===== config.mk =====
export PLATFORM = sky130hd
export DESIGN_NAME = uart_tx_fifo_reader
export DESIGN_NICKNAME = d
export VERILOG_FILES = /design/src/rtl/uart_tx_fifo_reader.sv
export SDC_FILE = /design/constraint.sdc
export NUM_CORES = 1
export LEC_CHECK = 0
export BUFFER_PORTS_ARGS = -buffer_cell sky130_fd_sc_hd__clkbuf_2
export CORE_MARGIN = 5
export CORE_UTILIZATION = 55
export DETAILED_ROUTE_END_ITERATION = 8
export PLACE_DENSITY_LB_ADDON = 0.1
export SYNTH_ARGS = -nofsm -noshare
export SYNTH_HDL_FRONTEND = slang
export SYNTH_SLANG_ARGS = --single-unit

===== constraint.sdc =====
create_clock -name clk -period 2.7 [get_ports clk]
set_clock_uncertainty 0.05 [all_clocks]
set_input_delay 0.27 -clock clk [delete_from_list [all_inputs] [get_ports clk]]
set_output_delay 0.27 -clock clk [all_outputs]
set_load 0.03 [all_outputs]

===== src/rtl/uart_tx_fifo_reader.sv =====
`default_nettype none
// ============================================================================
// Module      : uart_tx_fifo_reader
// Description : UART transmit engine. Pops one byte at a time from the read
//               side of a synchronous FIFO (registered read data, valid one
//               cycle after the read strobe) and serialises it as a frame:
//               start bit, DATA_WIDTH data bits LSB first, optional parity
//               bit, then one or two stop bits.
// Revision    : 1.0 - initial release
// ----------------------------------------------------------------------------
// Ports:
//   clk           in   system clock
//   rst_n         in   asynchronous active-low reset
//   i_tx_en       in   enables fetching of new frames (sampled in IDLE only)
//   i_fifo_empty  in   FIFO empty flag (sampled in IDLE only)
//   i_fifo_rdata  in   FIFO registered read data (captured in LOAD)
//   o_fifo_ren    out  single-cycle FIFO read strobe, one per frame
//   o_txd         out  serial TX line, idle high
//   o_busy        out  high whenever the engine is not idle
//   o_done        out  one-cycle pulse on the cycle after the stop period
// ============================================================================
module uart_tx_fifo_reader #(
  parameter int DATA_WIDTH   = 8,
  parameter int CLKS_PER_BIT = 434,
  parameter int PARITY_EN    = 0,
  parameter int PARITY_ODD   = 0,
  parameter int STOP_BITS    = 1
) (
  input  logic                  clk,
  input  logic                  rst_n,
  input  logic                  i_tx_en,
  input  logic                  i_fifo_empty,
  input  logic [DATA_WIDTH-1:0] i_fifo_rdata,
  output logic                  o_fifo_ren,
  output logic                  o_txd,
  output logic                  o_busy,
  output logic                  o_done
);

  localparam int BAUD_W = $clog2(CLKS_PER_BIT);
  localparam int BIT_W  = $clog2(DATA_WIDTH) + 1;

  localparam logic [BAUD_W-1:0] c_baud_last = BAUD_W'(CLKS_PER_BIT - 1);
  localparam logic [BIT_W-1:0]  c_last_data = BIT_W'(DATA_WIDTH - 1);
  localparam logic [BIT_W-1:0]  c_last_stop = BIT_W'(STOP_BITS - 1);
  localparam logic              c_parity_en  = (PARITY_EN != 0);
  localparam logic              c_parity_odd = (PARITY_ODD != 0);

  typedef enum logic [2:0] {
    ST_IDLE   = 3'd0,
    ST_FETCH  = 3'd1,
    ST_LOAD   = 3'd2,
    ST_START  = 3'd3,
    ST_DATA   = 3'd4,
    ST_PARITY = 3'd5,
    ST_STOP   = 3'd6
  } state_t;

  state_t                r_state;
  state_t                w_state_next;
  logic [BAUD_W-1:0]     r_baud;
  logic [BAUD_W-1:0]     w_baud_next;
  logic [BIT_W-1:0]      r_bit;
  logic [BIT_W-1:0]      w_bit_next;
  logic [DATA_WIDTH-1:0] r_shift;
  logic [DATA_WIDTH-1:0] w_shift_next;
  logic                  r_parity;
  logic                  w_parity_next;
  logic                  w_baud_last;
  logic                  w_txd_next;
  logic                  r_txd;
  logic                  r_fifo_ren;
  logic                  r_busy;
  logic                  r_done;

  assign w_baud_last = (r_baud == c_baud_last);

  // Next-state, counter and datapath logic.
  always_comb begin
    w_state_next  = r_state;
    w_baud_next   = '0;
    w_bit_next    = r_bit;
    w_shift_next  = r_shift;
    w_parity_next = r_parity;

    // The baud counter only runs while a bit is on the line; it wraps on
    // every bit boundary and sits at zero elsewhere, so START always begins
    // from a cleared count.
    if ((r_state == ST_START) || (r_state == ST_DATA) ||
        (r_state == ST_PARITY) || (r_state == ST_STOP)) begin
      w_baud_next = w_baud_last ? '0 : r_baud + 1'b1;
    end

    case (r_state)
      ST_IDLE: begin
        w_bit_next = '0;
        if (i_tx_en && !i_fifo_empty) begin
          w_state_next = ST_FETCH;
        end
      end
      ST_FETCH: begin
        w_state_next = ST_LOAD;
      end
      ST_LOAD: begin
        // Registered FIFO data is valid in this cycle only.
        w_shift_next  = i_fifo_rdata;
        w_parity_next = (^i_fifo_rdata) ^ c_parity_odd;
        w_state_next  = ST_START;
      end
      ST_START: begin
        if (w_baud_last) begin
          w_bit_next   = '0;
          w_state_next = ST_DATA;
        end
      end
      ST_DATA: begin
        if (w_baud_last) begin
          if (r_bit == c_last_data) begin
            w_bit_next   = '0;
            w_state_next = c_parity_en ? ST_PARITY : ST_STOP;
          end else begin
            w_bit_next   = r_bit + 1'b1;
            w_shift_next = r_shift >> 1;
          end
        end
      end
      ST_PARITY: begin
        if (w_baud_last) begin
          w_bit_next   = '0;
          w_state_next = ST_STOP;
        end
      end
      ST_STOP: begin
        // The bit counter is reused to count stop-bit periods.
        if (w_baud_last) begin
          if (r_bit == c_last_stop) begin
            w_bit_next   = '0;
            w_state_next = ST_IDLE;
          end else begin
            w_bit_next = r_bit + 1'b1;
          end
        end
      end
      default: begin
        w_state_next = ST_IDLE;
      end
    endcase
  end

  // Line level for the cycle after the edge, derived from the state being
  // entered so that o_txd can be a plain register.
  always_comb begin
    w_txd_next = 1'b1;
    case (w_state_next)
      ST_START:  w_txd_next = 1'b0;
      ST_DATA:   w_txd_next = w_shift_next[0];
      ST_PARITY: w_txd_next = w_parity_next;
      default:   w_txd_next = 1'b1;
    endcase
  end

  always_ff @(posedge clk or negedge rst_n) begin
    if (!rst_n) begin
      r_state    <= ST_IDLE;
      r_baud     <= '0;
      r_bit      <= '0;
      r_shift    <= '0;
      r_parity   <= 1'b0;
      r_txd      <= 1'b1;
      r_fifo_ren <= 1'b0;
      r_busy     <= 1'b0;
      r_done     <= 1'b0;
    end else begin
      r_state    <= w_state_next;
      r_baud     <= w_baud_next;
      r_bit      <= w_bit_next;
      r_shift    <= w_shift_next;
      r_parity   <= w_parity_next;
      r_txd      <= w_txd_next;
      r_fifo_ren <= (w_state_next == ST_FETCH);
      r_busy     <= (w_state_next != ST_IDLE);
      r_done     <= (r_state == ST_STOP) && (w_state_next == ST_IDLE);
    end
  end

  assign o_txd      = r_txd;
  assign o_fifo_ren = r_fifo_ren;
  assign o_busy     = r_busy;
  assign o_done     = r_done;

endmodule
`default_nettype wire

==> impl_metrics.env <==
export IMPL_grt_overflow=0
export IMPL_rows=19
export IMPL_fin_nets=193
export IMPL_port_buffers=15
export IMPL_fin_crit_ns=2.357
export IMPL_htreeDepth=2
export IMPL_clk_latency_ns=0.32
export IMPL_syn_area_sq_mm=0.001565
export IMPL_synth_top_area_share_pct=44.76
export IMPL_timing_final_crit_share_pct=87.28
export IMPL_synth_largest_area_cell="dfrtp_1"
export IMPL_root_buffer="clkbuf_4"
export IMPL_end_kind="register"
export IMPL_critical_path_max_fanout=8
export IMPL_clk_path_buf_depth=2
export IMPL_synthTopCellsByArea="dfrtp_1, xnor2_1, nor2_1"
export IMPL_setup_worst_path_start_class="register"
export IMPL_yosysWarnings=0
export IMPL_clkSlewWorstSetupHoldPaths_ns=0.08
export IMPL_io_pins=16
export IMPL_grt_pass1_vias=1162
export IMPL_finalPower_uw=771.0
export IMPL_yosysSeqAreaShare_pct=46.44
export IMPL_hold_viol=0
export IMPL_post_route_drc_count=0
export IMPL_n_antenna_cell=0
export IMPL_status="finished clean"
export IMPL_synth_edf_count=0
export IMPL_grt_max_degree=30
export IMPL_cts_made_buffers=5
export IMPL_crit_type="register to register"
export IMPL_synthArstFlopShare_pct=100.0
export IMPL_cp_slowest_cell="or4b_1"
export IMPL_worstPathCellList="inv_1, ha_1, or4b_1, nor3_4, and2_1, nor2_2, a221o_1"
export IMPL_initial_core_util_pct=57.25
export IMPL_postCtsHoldBufs=1
export IMPL_dieHeight_um=63.35
export IMPL_setup_viol=0
export IMPL_hold_class="primary input to register"
export IMPL_power_leakage_uw=0.0007977
export IMPL_synth_cells=159
export IMPL_slowest_delay_ns=0.56
export IMPL_tightest_slew_ns=0.7003
export IMPL_relSlewSlack_pct=53.32
export IMPL_die_area_sq_mm=0.004013
export IMPL_ant_nets=0
export IMPL_drt_initial_drc_count=80
export IMPL_cts_setup_buffers=0
export IMPL_netlist_cell_type_count=45
export IMPL_viasPerCell=5.703
export IMPL_antenna_found_initial=0
export IMPL_syn_nets=175
export IMPL_vdd_ir_drop_max_uv=324.5
export IMPL_slew_violations=0
export IMPL_ctsResizeCount=0
export IMPL_gp_congestion=0.7768
export IMPL_avgSynthCellArea_sq_um=9.844
export IMPL_areaGrowthSynthToFinish_pct=10.39
export IMPL_die_w_um=63.35
export IMPL_max_freq_ghz=0.4243
export IMPL_wl_per_cell_um=14.02
export IMPL_crit_family="simple AND/OR/NAND/NOR gates"
export IMPL_cts_sinks=29
export IMPL_rsz0062_at_grt="no"
export IMPL_drive_above_1_share_pct=14.61
export IMPL_cap_violations=0
export IMPL_ys_ff_latch=29
export IMPL_vias=1192
export IMPL_core_sq_mm=0.002734
export IMPL_routed_wl_um=2930
export IMPL_final_util_pct=63.20
export IMPL_setup_tns_ns=0
export IMPL_power_density_mw_per_mm2=446.2
export IMPL_required_ns=2.85
export IMPL_cts_tree="built"
export IMPL_synth_top_flop_cell="dfrtp_1"
export IMPL_place_hpwl_um=2166
export IMPL_first_pass_iters=4
export IMPL_critPathArrivalTime_ns=2.51
export IMPL_final_common_cell="dfrtp_1"
export IMPL_worst_path_buf_inv=1
export IMPL_grt_first_pass_wirelength_um=5147
export IMPL_grt_usage_pct=16.18
export IMPL_final_fill_count=227
export IMPL_layout_common_cells="dfrtp_1, nor2_1, clkbuf_2, inv_1, xnor2_1"
-- power breakdown --
group / internal, uW / switching [uW] / total, uW
Clock: 128 / 138 / 266
Combinational: 26.0 / 25.3 / 51.4
Sequential: 446 / 7.62 / 454
Total: 601 / 170 / 771
-- flip-flops by register name, summed over array words and instances, names as in the netlist --
signal and flops:
r_baud 9, r_shift 8, r_bit 4, r_state 3, o_busy 1, o_done 1, o_fifo_ren 1, o_txd 1
r_parity 1
-- stage by stage --
| stage | setup slack (ns) | cells | cell area (sq um) | hold slack, ns |
|---|---|---|---|---|
| 6_report | 0.3433 | 209 | 1728 | 0.1379 |
| 3_5_place_dp | 0.3615 | 200 | 1659 | 0.3070 |
| 2_1_floorplan | 0.5871 | 159 | 1565 | -0.07559 |
| 4_1_cts | 0.3404 | 209 | 1728 | 0.1250 |
| 5_1_grt | 0.1884 | 209 | 1728 | 0.1462 |
| 3_3_place_gp | 0.4348 | 200 | 1659 | 0.2894 |
-- routing by layer --
metal,wire length (um),part of all wire (%),up-vias,GRT usage [%]
met3,130,4.4,6,6.217
li1,-,-,602,-
met2,1331,45,25,24.37
met1,1414,48,559,21.23
met4,53,1.8,0,5.455
met5,0,0,-,0
-- cells in the mapped netlist (3+ instances only) --
master and instances:
o211ai_1 3, xor2_1 3, dfrtp_1 28, o21ai_1 5, and2_1 7, a21oi_1 7
a211oi_1 3, clkbuf_1 4, inv_1 11, nand2_1 8, nor2_1 17, nand3_1 4
a221o_1 6, ha_1 4, o31ai_1 3, xnor2_1 11
-- logic make-up (layout without fill, tap and decap cells) --
family,after synthesis,count (layout),share of synthesized area [%]
XOR/XNOR,14,14,7.834
adder cells (fa/ha/maj),4,4,3.198
buffers and inverters,17,36,4.396
AND/OR/NAND/NOR,59,59,21.50
AO/OA/AOI/OAI,36,36,16.63
flip-flops,29,29,46.44
-- worst reg2reg max path, cell delays in order, from the launching register on --
cell	delay (ns)
dfrtp_1	0.40
inv_1	0.06
ha_1	0.13
or4b_1	0.56
nor3_4	0.27
and2_1	0.34
nor2_2	0.12
a221o_1	0.31
-- area by class of cell --
type                            count  area [sq um]  area share (%)
Inverter                           11         41.29           2.390
Multi-Input combinational cell    113         769.5           44.53
Clock buffer                        8         58.81           3.403
Timing Repair Buffer               17         92.59           5.358
Sequential cell                    29         726.9           42.07
Tap cell                           31         38.79           2.245
-- path summary, 6_finish.rpt --
| path | startpoint | to | slack [ns] | cells after the start |
|---|---|---|---|---|
| setup / recovery | r_baud[1] | r_shift[6] | 0.34 | 7 |
| hold / removal | i_fifo_rdata[7] | r_shift[7] | 0.14 | 3 |
| setup reg to reg | r_baud[1] | r_shift[6] | 0.34 | 7 |
| hold reg to reg | r_baud[0] | r_baud[0] | 0.44 | 1 |
| max in group asynchronous | rst_n | r_shift[3] | 1.68 | 2 |
| min in group asynchronous | rst_n | r_baud[8] | 0.47 | 2 |
No activity file was read; power rests on OpenSTA's default activity.
